===== src/rtl/muldiv_seq.sv =====
// rtl/muldiv_seq.sv - iterative RV32M multiply/divide sequencer with core stall
module muldiv_seq #(
    parameter int WIDTH = 32
) (
    input  logic             clk_i,
    input  logic             rst_i,
    input  logic             start_i,
    input  logic             flush_i,
    input  logic [2:0]       funct3_i,
    input  logic [WIDTH-1:0] val1_i,
    input  logic [WIDTH-1:0] val2_i,
    output logic             stall_o,
    output logic             done_o,
    output logic [WIDTH-1:0] result_o
);

    typedef enum logic [1:0] {IDLE, CALC, FIX, DONE} state_t;

    localparam logic [5:0] LAST_ITER = 6'(WIDTH - 1);

    state_t             state, state_next;
    logic [2:0]         op_f3;
    logic               neg_prod;
    logic               neg_rem;
    logic [WIDTH-1:0]   acc_hi;
    logic [WIDTH-1:0]   acc_lo;
    logic [WIDTH-1:0]   opnd;
    logic [5:0]         cnt;

    logic               accept;
    logic               is_div_in;
    logic               a_signed, b_signed;
    logic               a_neg, b_neg;
    logic [WIDTH-1:0]   mag_a, mag_b;
    logic               div_zero, div_ovf, special;
    logic [WIDTH-1:0]   special_res;
    logic [WIDTH:0]     mul_sum;
    logic [WIDTH:0]     div_trial;
    logic [2*WIDTH-1:0] prod_fix;
    logic [WIDTH-1:0]   quo_fix, rem_fix, fix_res;

    // Operand decode at accept: MULHSU is the only mixed-sign case.
    always_comb begin
        is_div_in = funct3_i[2];
        a_signed  = is_div_in ? ~funct3_i[0] : (funct3_i[1:0] != 2'b11);
        b_signed  = is_div_in ? ~funct3_i[0] : ~funct3_i[1];
        a_neg     = a_signed & val1_i[WIDTH-1];
        b_neg     = b_signed & val2_i[WIDTH-1];
        mag_a     = a_neg ? -val1_i : val1_i;
        mag_b     = b_neg ? -val2_i : val2_i;
        div_zero  = (val2_i == '0);
        div_ovf   = ~funct3_i[0] & (val1_i == {1'b1, {(WIDTH-1){1'b0}}}) & (val2_i == '1);
        special   = is_div_in & (div_zero | div_ovf);
        if (funct3_i[1])
            special_res = div_zero ? val1_i : '0;
        else
            special_res = div_zero ? '1 : {1'b1, {(WIDTH-1){1'b0}}};
    end

    // acc_hi is the product high half / partial remainder, acc_lo the multiplier / quotient.
    always_comb begin
        mul_sum   = {1'b0, acc_hi} + (acc_lo[0] ? {1'b0, opnd} : '0);
        div_trial = {acc_hi, acc_lo[WIDTH-1]} - {1'b0, opnd};
        prod_fix  = neg_prod ? -{acc_hi, acc_lo} : {acc_hi, acc_lo};
        quo_fix   = neg_prod ? -acc_lo : acc_lo;
        rem_fix   = neg_rem ? -acc_hi : acc_hi;
        if (op_f3[2])
            fix_res = op_f3[1] ? rem_fix : quo_fix;
        else if (op_f3[1:0] == 2'b00)
            fix_res = prod_fix[WIDTH-1:0];
        else
            fix_res = prod_fix[2*WIDTH-1:WIDTH];
    end

    assign accept  = (state == IDLE) & start_i & ~flush_i;
    assign stall_o = accept | (state == CALC) | (state == FIX);

    always_ff @(posedge clk_i or posedge rst_i) begin
        if (rst_i)
            state <= IDLE;
        else
            state <= state_next;
    end

    always_comb begin
        state_next = state;
        case (state)
            IDLE:    if (accept) state_next = special ? DONE : CALC;
            CALC:    if (cnt == LAST_ITER) state_next = FIX;
            FIX:     state_next = DONE;
            DONE:    state_next = IDLE;
            default: state_next = IDLE;
        endcase
        if (flush_i)
            state_next = IDLE;
    end

    always_ff @(posedge clk_i or posedge rst_i) begin
        if (rst_i) begin
            done_o   <= 1'b0;
            result_o <= '0;
            op_f3    <= '0;
            neg_prod <= 1'b0;
            neg_rem  <= 1'b0;
            acc_hi   <= '0;
            acc_lo   <= '0;
            opnd     <= '0;
            cnt      <= '0;
        end else begin
            done_o <= (state_next == DONE);
            if (accept) begin
                op_f3    <= funct3_i;
                neg_prod <= a_neg ^ b_neg;
                neg_rem  <= a_neg;
                acc_hi   <= '0;
                acc_lo   <= is_div_in ? mag_a : mag_b;
                opnd     <= is_div_in ? mag_b : mag_a;
                cnt      <= '0;
                result_o <= special ? special_res : '0;
            end else if ((state == CALC) && !flush_i) begin
                cnt <= cnt + 6'd1;
                if (op_f3[2]) begin
                    // Non-negative trial means the divisor fits: keep the difference, quotient bit 1.
                    if (!div_trial[WIDTH]) begin
                        acc_hi <= div_trial[WIDTH-1:0];
                        acc_lo <= {acc_lo[WIDTH-2:0], 1'b1};
                    end else begin
                        acc_hi <= {acc_hi[WIDTH-2:0], acc_lo[WIDTH-1]};
                        acc_lo <= {acc_lo[WIDTH-2:0], 1'b0};
                    end
                end else begin
                    {acc_hi, acc_lo} <= {mul_sum, acc_lo[WIDTH-1:1]};
                end
            end else if ((state == FIX) && !flush_i) begin
                result_o <= fix_res;
            end
        end
    end

endmodule

===== config.mk =====
export PLATFORM = sky130hd
export DESIGN_NAME = muldiv_seq
export DESIGN_NICKNAME = d
export VERILOG_FILES = /design/src/rtl/muldiv_seq.sv
export SDC_FILE = /design/constraint.sdc
export NUM_CORES = 1
export LEC_CHECK = 0
export BUFFER_PORTS_ARGS = -buffer_cell sky130_fd_sc_hd__buf_2
export CELL_PAD_IN_SITES_DETAIL_PLACEMENT = 0
export CELL_PAD_IN_SITES_GLOBAL_PLACEMENT = 2
export CORE_UTILIZATION = 39
export DETAILED_ROUTE_END_ITERATION = 7
export PLACE_DENSITY = 0.84
export SLEW_MARGIN = 20
export SYNTH_ARGS = -nofsm -noshare
export SYNTH_HDL_FRONTEND = slang
export SYNTH_SLANG_ARGS = --single-unit

===== constraint.sdc =====
create_clock -name clk_i -period 11.2 [get_ports clk_i]
set_input_delay 1.68 -clock clk_i [delete_from_list [all_inputs] [get_ports clk_i]]
set_output_delay 1.68 -clock clk_i [all_outputs]
set_load 0.03 [all_outputs]

==> flow_metrics.tcl, run 1 <==
set metrics [dict create \
    wire_per_inst_um 24.8 \
    irDropWorstVdd_v 0.000143 \
    std_cell_rows 71 \
    grt_max_degree 91 \
    root_buffer "clkbuf_16" \
    drtAntennaViolNets 0 \
    place.gp.congestion 0.980 \
    firstDrtPassIters 8 \
    grt_pass1_wl_mm 96.0 \
    cap_violations 0 \
    status "complete, no violations" \
    post_cts_buffers 0 \
    critical_path_arrival_ps 4850 \
    antenna_found_initial 2 \
    drcViolationCount 0 \
    synth_xor_area_share_pct 10.4 \
    crit_slowest_cell "nor3_2" \
    synthesis.area_sq_um 15200 \
    core-area_sq_um 37900 \
    vias 16170 \
    numClockSinks 142 \
    synth_top_family_by_area "compound AO/OA/AOI/OAI gates" \
    internal-power_w 0.00205 \
    min_path_cells 2 \
    cp-start-kind "register" \
    cp_slowest_stage_delay_ps 680 \
    die_w_um 199 \
    syn_inst 2065 \
    synthFlopType "dfrtp_1" \
    gr-total-overflow 0 \
    path_cells "inv_1 -> ha_1 -> fa_1 -> nor2b_1 -> o31a_1 -> o21ai_1 -> o31ai_2 -> a2111oi_2 -> o211a_1 -> nor3_2 -> mux2_2 -> a221o_1" \
    r2r-end "acc_hi[29]" \
    switchingPower_w 0.00227 \
    setup_viol 0 \
    cts_max_level 4 \
    max-slew-margin-rel_pct 30.7 \
    synthAdderAreaFrac_pct 6.04 \
    synth-seq-area-share_pct 23.4 \
    power_frac_comb_pct 61.7 \
    nFillCells 4010 \
    powerDensity_nw_per_um2 260 \
    min_path_type "reg -> reg" \
    grt_usage_pct 32.7 \
    synth.distinct_cells 79 \
    yosys.area_share.simple_pct 21.3 \
    cts.clk_slew.worst_paths_ps 70 \
    sw_frac_of_total_pct 52.5 \
    routed_wl_mm 64.4 \
    end_kind "register" \
    floorplan.initialDensity_pct 40.0 \
    synth_enable_flop_cells 0 \
    dpl.hpwl_mm 49.6 \
    synthArstFlopShare_pct 100 \
    postCtsHoldBufs 0 \
    synth_compound_area_share_pct 29.0 \
    synth_warnings 0 \
    drt_iter0_drc 1864 \
    cts_resized 0 \
    clk_latency_ps 460 \
    ys_ff_latch 142 \
    io_pins 105 \
    mostFrequentLayoutCells "o21ai_0 (240), nand2_1 (223), nor2_1 (191)" \
    clkPwrFrac_pct 15.3 \
    fin_crit_sh_pct 40.3 \
    critPathKind "reg -> reg" \
    yosys.area.top_type_share_pct 23.4 \
    hold_viol 0 \
    worstPathRequired_ps 11540 \
    fp.dieH_um 199 \
    cts_tree "built" \
    hp-start "result_o[13]" \
    synthMuxAreaShare_pct 4.19 \
    rsz0062_at_grt "false" \
    crit_fanout 9 \
    min_to "result_o[13]" \
    fin_nets 2213 \
    place.port_buffers 104 \
    min_period_ps 4510 \
    r2r_slack_ps 6690 \
    clock-skew-final_ps 15.6 \
    rr_startpoint "acc_lo[31]" \
    cts_inserted_buffers 17 \
    seqPwrFrac_pct 23.0 \
    clockBufferDepth 2 \
    worst_pin_slew_ps 1040 \
    die_area_sq_um 39700 \
    tns_ps 0 \
    synthTopCellsByArea "dfrtp_1 (23%), o21ai_0 (7.9%), xnor2_1 (5.9%)" \
    clock.fmax_mhz 222 \
    final_common_cell "o21ai_0" \
    r2r_cells 12 \
    drive_gt1_share_pct 9.22 \
    viasPerCell 6.23 \
    final_cells 2594 \
    dpl.cell_count 2562 \
    synth.largest_area_cell "dfrtp_1" \
    slew_violations 0 \
    leakagePower_nw 6.95 \
    synth_nets 2208 \
    syn_to_final_growth_pct 9.75 \
    grt_pass1_vias 14778 \
    antenna_cells 0 \
    synth_area_per_cell_sq_um 7.34 \
]
[power groups by stage]
stage               clock [W]  sequential (W)  combinational (W)
global route         0.000684         0.00101            0.00291
global placement            0        0.000988            0.00260
detailed placement          0        0.000991            0.00261
floorplan                   0        0.000871            0.00191
finish               0.000661        0.000994            0.00267
CTS                  0.000666        0.000981            0.00262
[cells by family (layout without fill, tap and decap cells)]
kind of cell             after synthesis  after routing
flip-flops                           142            142
multiplexers                          63             63
AO/OA/AOI/OAI                        706            706
XOR/XNOR                             180            180
adder cells (fa/ha/maj)               72             72
buffers and inverters                221            239
AND/OR/NAND/NOR                      681            681
[registers in the layout, summed over array words and instances (netlist names)]
name      count
cnt           6
result_o     32
neg_prod      1
opnd         32
neg_rem       1
state         2
op_f3         3
acc_hi       32
acc_lo       32
done_o        1
[worst max-delay path, delay by kind of cell (launching register included)]
family,cells,cell delay (ps)
fa+ha+maj,2,660
simple gates,2,860
buf+inv,1,140
mux,1,410
compound gates,6,1830
flops,1,480
[metal layers]
layer  vias to the layer above  wire (um)  track usage, %
met5                         -         10               0
met4                         2       2950            15.1
met3                       121       4840            4.64
met2                       674      27200            47.4
met1                      7843      29400            47.5
li1                       7530          -               -
[synth_stat cells (all sizes together) (14+ instances only)]
master and instances:
a211oi 15, a21o 23, a21oi 166, a22oi 14, a31oi 21, buf 25, clkbuf 120, dfrtp 142
ha 70, inv 75, mux2i 59, nand2 223, nand2b 15, nand3 37, nand4 23, nor2 192
nor2b 17, nor3 45, nor4 19, o211ai 57, o21a 15, o21ai 245, o31ai 33, o41ai 15
or3 25, or4 20, xnor2 103, xor2 77
[cell type report]
type / count / area [sq um] / area share (%)
clock buffer: 19 / 433 / 2.60
inverter: 76 / 290 / 1.74
multi-input combinational: 1702 / 10800 / 64.8
tap: 511 / 639 / 3.84
sequential: 142 / 3550 / 21.4
clock inverter: 13 / 214 / 1.29
timing repair buffer: 131 / 726 / 4.36
[worst max-delay path by stage]
stage / start / to / slack [ps] / cells past startpoint
3_3_place_gp: val1_i[0] / acc_lo[28] / 6410 / 12
4_1_cts: acc_lo[31] / acc_hi[29] / 6720 / 12
2_1_floorplan: rst_i / acc_hi[0] / 5710 / 1
5_1_grt: val1_i[1] / acc_lo[28] / 6380 / 12
3_5_place_dp: val1_i[0] / acc_lo[28] / 6310 / 12
6_report: acc_lo[31] / acc_hi[29] / 6690 / 12
[stage by stage]
stage                     utilization (%)  setup WS (ps)  instance area (sq um)  hold WS, ps  power, W
final                                43.9           6690                  16600          488   0.00432
after floorplan                         -           5710                  15200          450   0.00278
after global routing                 43.9           6380                  16600          503   0.00460
after detailed placement             42.2           6310                  16000          476   0.00360
after global placement               42.2           6410                  16000          460   0.00359
after CTS                            43.9           6720                  16600          492   0.00427
(Power assumes the default switching activity.)
==> run 2: changes to the inputs <==
--- a/config.mk
+++ b/config.mk
@@ -8,9 +8,9 @@
 export BUFFER_PORTS_ARGS = -buffer_cell sky130_fd_sc_hd__buf_2
 export CELL_PAD_IN_SITES_DETAIL_PLACEMENT = 0
 export CELL_PAD_IN_SITES_GLOBAL_PLACEMENT = 2
-export CORE_UTILIZATION = 39
+export CORE_UTILIZATION = 33
 export DETAILED_ROUTE_END_ITERATION = 7
-export PLACE_DENSITY = 0.84
+export PLACE_DENSITY = 0.75
 export SLEW_MARGIN = 20
 export SYNTH_ARGS = -nofsm -noshare
 export SYNTH_HDL_FRONTEND = slang
==> constraint.sdc (replaced) <==
create_clock -name clk_i -period 3.85 [get_ports clk_i]
set_input_delay 0.5775 -clock clk_i [delete_from_list [all_inputs] [get_ports clk_i]]
set_output_delay 0.5775 -clock clk_i [all_outputs]
set_load 0.03 [all_outputs]
==> flow_metrics.tcl, run 2 (synthesized netlist as in run 1, its figures left out) <==
set metrics [dict create \
    irDropWorstVdd_v 0.000465 \
    root_buffer "clkbuf_16" \
    place.gp.congestion 0.952 \
    min_path_type "in -> async" \
    tns_ps 0 \
    cts_inserted_buffers 17 \
    core-area_sq_um 45400 \
    setup_viol 0 \
    fp.dieH_um 216 \
    powerDensity_nw_per_um2 754 \
    viasPerCell 5.96 \
    regArea_sq_um 3550 \
    dpl.hpwl_mm 56.8 \
    drive_gt1_share_pct 13.6 \
    critPathKind "reg -> reg" \
    firstDrtPassIters 5 \
    leakagePower_nw 7.44 \
    cts_max_level 4 \
    path_cells "inv_1 -> ha_1 -> fa_1 -> nor2b_1 -> o31a_1 -> o21ai_1 -> o31ai_2 -> a2111oi_2 -> o211a_1 -> buf_4 -> nor3_2 -> mux2_2 -> a221o_1" \
    floorplan.initialDensity_pct 33.4 \
    rsz0062_at_grt "false" \
    gr-total-overflow 0 \
    worstPathRequired_ps 4200 \
    status "complete, no violations" \
    r2r_cells 13 \
    std_cell_rows 78 \
    cap_violations 0 \
    dpl_worst_slack_ps 144 \
    antenna_found_initial 2 \
    syn_to_final_growth_pct 15.7 \
    grt_max_degree 102 \
    numClockSinks 142 \
    slew_violations 0 \
    clk_latency_ps 470 \
    critical_path_arrival_ps 4030 \
    hold_viol 0 \
    multi_input_area_sq_um 10800 \
    cp-start-kind "register" \
    fin_crit_sh_pct 95.8 \
    clock-skew-final_ps 15.1 \
    grt_pass1_wl_mm 104 \
    min_period_ps 3690 \
    max-slew-margin-rel_pct 28.3 \
    crit_fanout 6 \
    drtAntennaViolNets 0 \
    worst_pin_slew_ps 1080 \
    nFillCells 4847 \
    cts_tree "built" \
    clock.fmax_mhz 271 \
    die_w_um 216 \
    io_pins 105 \
    die_area_sq_um 46800 \
    setup_slack_ps 161 \
    antenna_cells 0 \
    place.port_buffers 104 \
    crit_slowest_cell "fa_1" \
    grt_pass1_vias 15507 \
    end_kind "register" \
    cp_slowest_stage_delay_ps 410 \
    final_common_cell "o21ai_0" \
    cts.clk_slew.worst_paths_ps 70 \
    routed_wl_mm 70.8 \
    clockBufferDepth 2 \
    drt_iter0_drc 1681 \
    wire_per_inst_um 25.5 \
    mostFrequentLayoutCells "o21ai_0 (239), nand2_1 (223), nor2_1 (191)" \
    drcViolationCount 0 \
    vias 16568 \
    grt_usage_pct 29.9 \
    fin_nets 2313 \
]
-- run 2: power breakdown --
part           internal [W]  total [W]  switching, W
sequential          0.00194    0.00251      0.000570
clock              0.000977    0.00177      0.000796
combinational       0.00335    0.00895       0.00560
-- run 2: metal layers --
layer	wire [um]	global-route usage [%]	part of all wire, %	vias up
met4	1640	8.15	2.3	2
met5	13	0	0.018	-
met3	5220	5.91	7.4	80
li1	-	-	-	7725
met2	31400	46.2	44	648
met1	32500	42.2	46	8113
-- run 2: area by class of cell --
type / instances / area share [%]
multi-input combinational: 1702 / 61.5
tap: 600 / 4.28
clock inverter: 14 / 0.977
inverter: 76 / 1.67
clock buffer: 17 / 2.43
sequential: 142 / 20.3
timing repair buffer: 231 / 8.85
-- run 2: path summary, 6_finish.rpt --
check / end / startpoint / slack (ps)
max: acc_hi[29] / acc_lo[31] / 160
min: result_o[9] / rst_i / 230
max reg2reg: acc_hi[29] / acc_lo[31] / 160
min reg2reg: result_o[13] / result_o[13] / 490
max in group asynchronous: opnd[19] / rst_i / 2780
min in group clk_i: state[1] / flush_i / 360
-- run 2: worst max-delay path, delay by kind of cell (launching register included) --
kind | cells | cell delay (ps)
AO/OA/AOI/OAI | 6 | 1510
adder cells (fa/ha/maj) | 2 | 640
buffers and inverters | 2 | 240
flip-flops | 1 | 350
multiplexers | 1 | 370
AND/OR/NAND/NOR | 2 | 460
-- run 2: per-stage QoR --
step	util, %	hold slack [ps]	std cells	total power (W)	area, sq um
finish	38.6	229	2782	0.0132	17500
global route	38.6	276	2782	0.0140	17500
CTS	38.6	248	2782	0.0131	17500
detailed placement	37.3	471	2751	0.0112	16900
global placement	37.3	458	2751	0.0113	16900
floorplan	-	450	2065	0.00808	15200
-- run 2: timing repair --
item,in CTS,in global routing
setup endpoints to repair,0,2
resized for setup,0,5
hold buffers,0,0
setup buffers,0,0
==> run 3: changes to the inputs <==
--- a/config.mk
+++ b/config.mk
@@ -11,6 +11,7 @@
 export CORE_UTILIZATION = 33
 export DETAILED_ROUTE_END_ITERATION = 7
 export PLACE_DENSITY = 0.75
+export REMOVE_ABC_BUFFERS = 1
 export SLEW_MARGIN = 20
 export SYNTH_ARGS = -nofsm -noshare
 export SYNTH_HDL_FRONTEND = slang
==> flow_metrics.tcl, run 3 (synthesized netlist as in run 1, its figures left out) <==
set metrics [dict create \
    status "complete, no violations" \
    antenna_found_initial 5 \
    r2r_cells 13 \
    die_w_um 216 \
    fin_crit_sh_pct 94.5 \
    gr-total-overflow 0 \
    drtAntennaViolNets 0 \
    max-slew-margin-rel_pct 40.9 \
    clk_latency_ps 450 \
    worstPathRequired_ps 4180 \
    fin_nets 2300 \
    floorplan.initialDensity_pct 33.4 \
    cp_slowest_stage_delay_ps 420 \
    crit_slowest_cell "fa_1" \
    r2r_slack_ps 210 \
    wire_per_inst_um 22.4 \
    critPathKind "reg -> reg" \
    numClockSinks 142 \
    leakagePower_nw 7.42 \
    grt_pass1_vias 15403 \
    holdWs_ps 308 \
    mostFrequentLayoutCells "o21ai_0 (240), nand2_1 (223), nor2_1 (190)" \
    final_common_cell "o21ai_0" \
    final_cells 2771 \
    crit_fanout 30 \
    syn_to_final_growth_pct 15.4 \
    grt_pass1_wl_mm 94.4 \
    place.port_buffers 104 \
    critical_path_arrival_ps 3970 \
    finalPower_w 0.0129 \
    cts_inserted_buffers 17 \
    postLayoutCoreUtil_pct 38.6 \
    cp-start-kind "register" \
    worst_pin_slew_ps 873 \
    io_pins 105 \
    std_cell_rows 78 \
    min_path_type "in -> async" \
    cap_violations 0 \
    drcViolationCount 0 \
    root_buffer "clkbuf_16" \
    routed_wl_mm 62.2 \
    drt_iter0_drc 1193 \
    min_period_ps 3640 \
    clock.fmax_mhz 275 \
    irDropWorstVdd_v 0.000391 \
    fp.dieH_um 216 \
    clockBufferDepth 2 \
    cts_max_level 4 \
    end_kind "register" \
    post_cts_buffers 0 \
    firstDrtPassIters 5 \
    cts.clk_slew.worst_paths_ps 70 \
    postCtsHoldBufs 0 \
    rsz0062_at_grt "false" \
    drive_gt1_share_pct 12.9 \
    hold_viol 0 \
    r2r-end "acc_hi[1]" \
    setup_viol 0 \
    vias 15937 \
    grt_max_degree 94 \
    viasPerCell 5.75 \
    slew_violations 0 \
    path_cells "inv_1 -> ha_1 -> fa_1 -> nor2b_1 -> o31a_1 -> o21ai_1 -> o31ai_4 -> a2111oi_4 -> o211a_1 -> or3_1 -> buf_12 -> mux2i_1 -> a221o_1" \
    rr_startpoint "acc_lo[31]" \
    core-area_sq_um 45400 \
    grt_usage_pct 26.4 \
    dpl.hpwl_mm 48.9 \
    clock-skew-final_ps 16.2 \
    powerDensity_nw_per_um2 739 \
    die_area_sq_um 46800 \
    dpl.cell_count 2738 \
    place.gp.congestion 0.929 \
    cts_tree "built" \
]
## run 3: changes by cell type in the layout (fill, tap and decap cells not counted), moves of 2 or more
cell / delta
inv_8: -4
buf_4: -9
bufinv_16: +4
clkinvlp_4: -2
clkbuf_8: +4
buf_12: -4
inv_6: -4
## run 3: final cells by class
cell class	count	area, sq um
Fill cell	4880	27900
Clock inverter	10	208
Timing Repair Buffer	218	1400
Sequential cell	142	3550
Inverter	76	290
Clock buffer	22	484
Antenna cell	1	2.50
Multi-Input combinational cell	1702	10800
Tap cell	600	751
## run 3: critical path: cells and delay by family, from the launching register on
| kind | cells | cell delay (ps) |
|---|---|---|
| fa+ha+maj | 2 | 640 |
| compound gates | 6 | 1490 |
| buf+inv | 2 | 270 |
| simple gates | 2 | 580 |
| flops | 1 | 360 |
| mux | 1 | 140 |
## run 3: timing repair
item                                   in CTS  in global routing
setup endpoints to repair                   0                 16
endpoints found under the hold margin       0                  0
resized for setup                           0                  2
## run 3: how the worst max path moves through the flow
stage | start | to | slack (ps)
after floorplan | flush_i | acc_hi[24] | -5880
after global placement | acc_lo[31] | acc_hi[1] | 180
after detailed placement | acc_hi[0] | acc_hi[1] | 160
after CTS | acc_lo[31] | acc_hi[1] | 120
after global routing | acc_lo[0] | acc_hi[30] | 40
final | acc_lo[31] | acc_hi[1] | 210
## run 3: power breakdown
part	switching [W]	internal (W)
Clock	0.000729	0.00128
Combinational	0.00517	0.00325
Sequential	0.000548	0.00194
Total	0.00645	0.00647
## run 3: through the flow
stage | worst slack (ps) | area [sq um] | setup TNS, ps
finish | 212 | 17500 | 0
global route | 35.5 | 17500 | 0
CTS | 120 | 17500 | 0
detailed placement | 158 | 16800 | 0
global placement | 183 | 16800 | 0
floorplan | -5880 | 14600 | -537690
## run 3: routing by layer
metal  track usage, %  share of wire [%]
met5                0              0.018
met4             8.80                2.8
met3             2.69                4.7
met2             43.4                 47
met1             36.1                 46
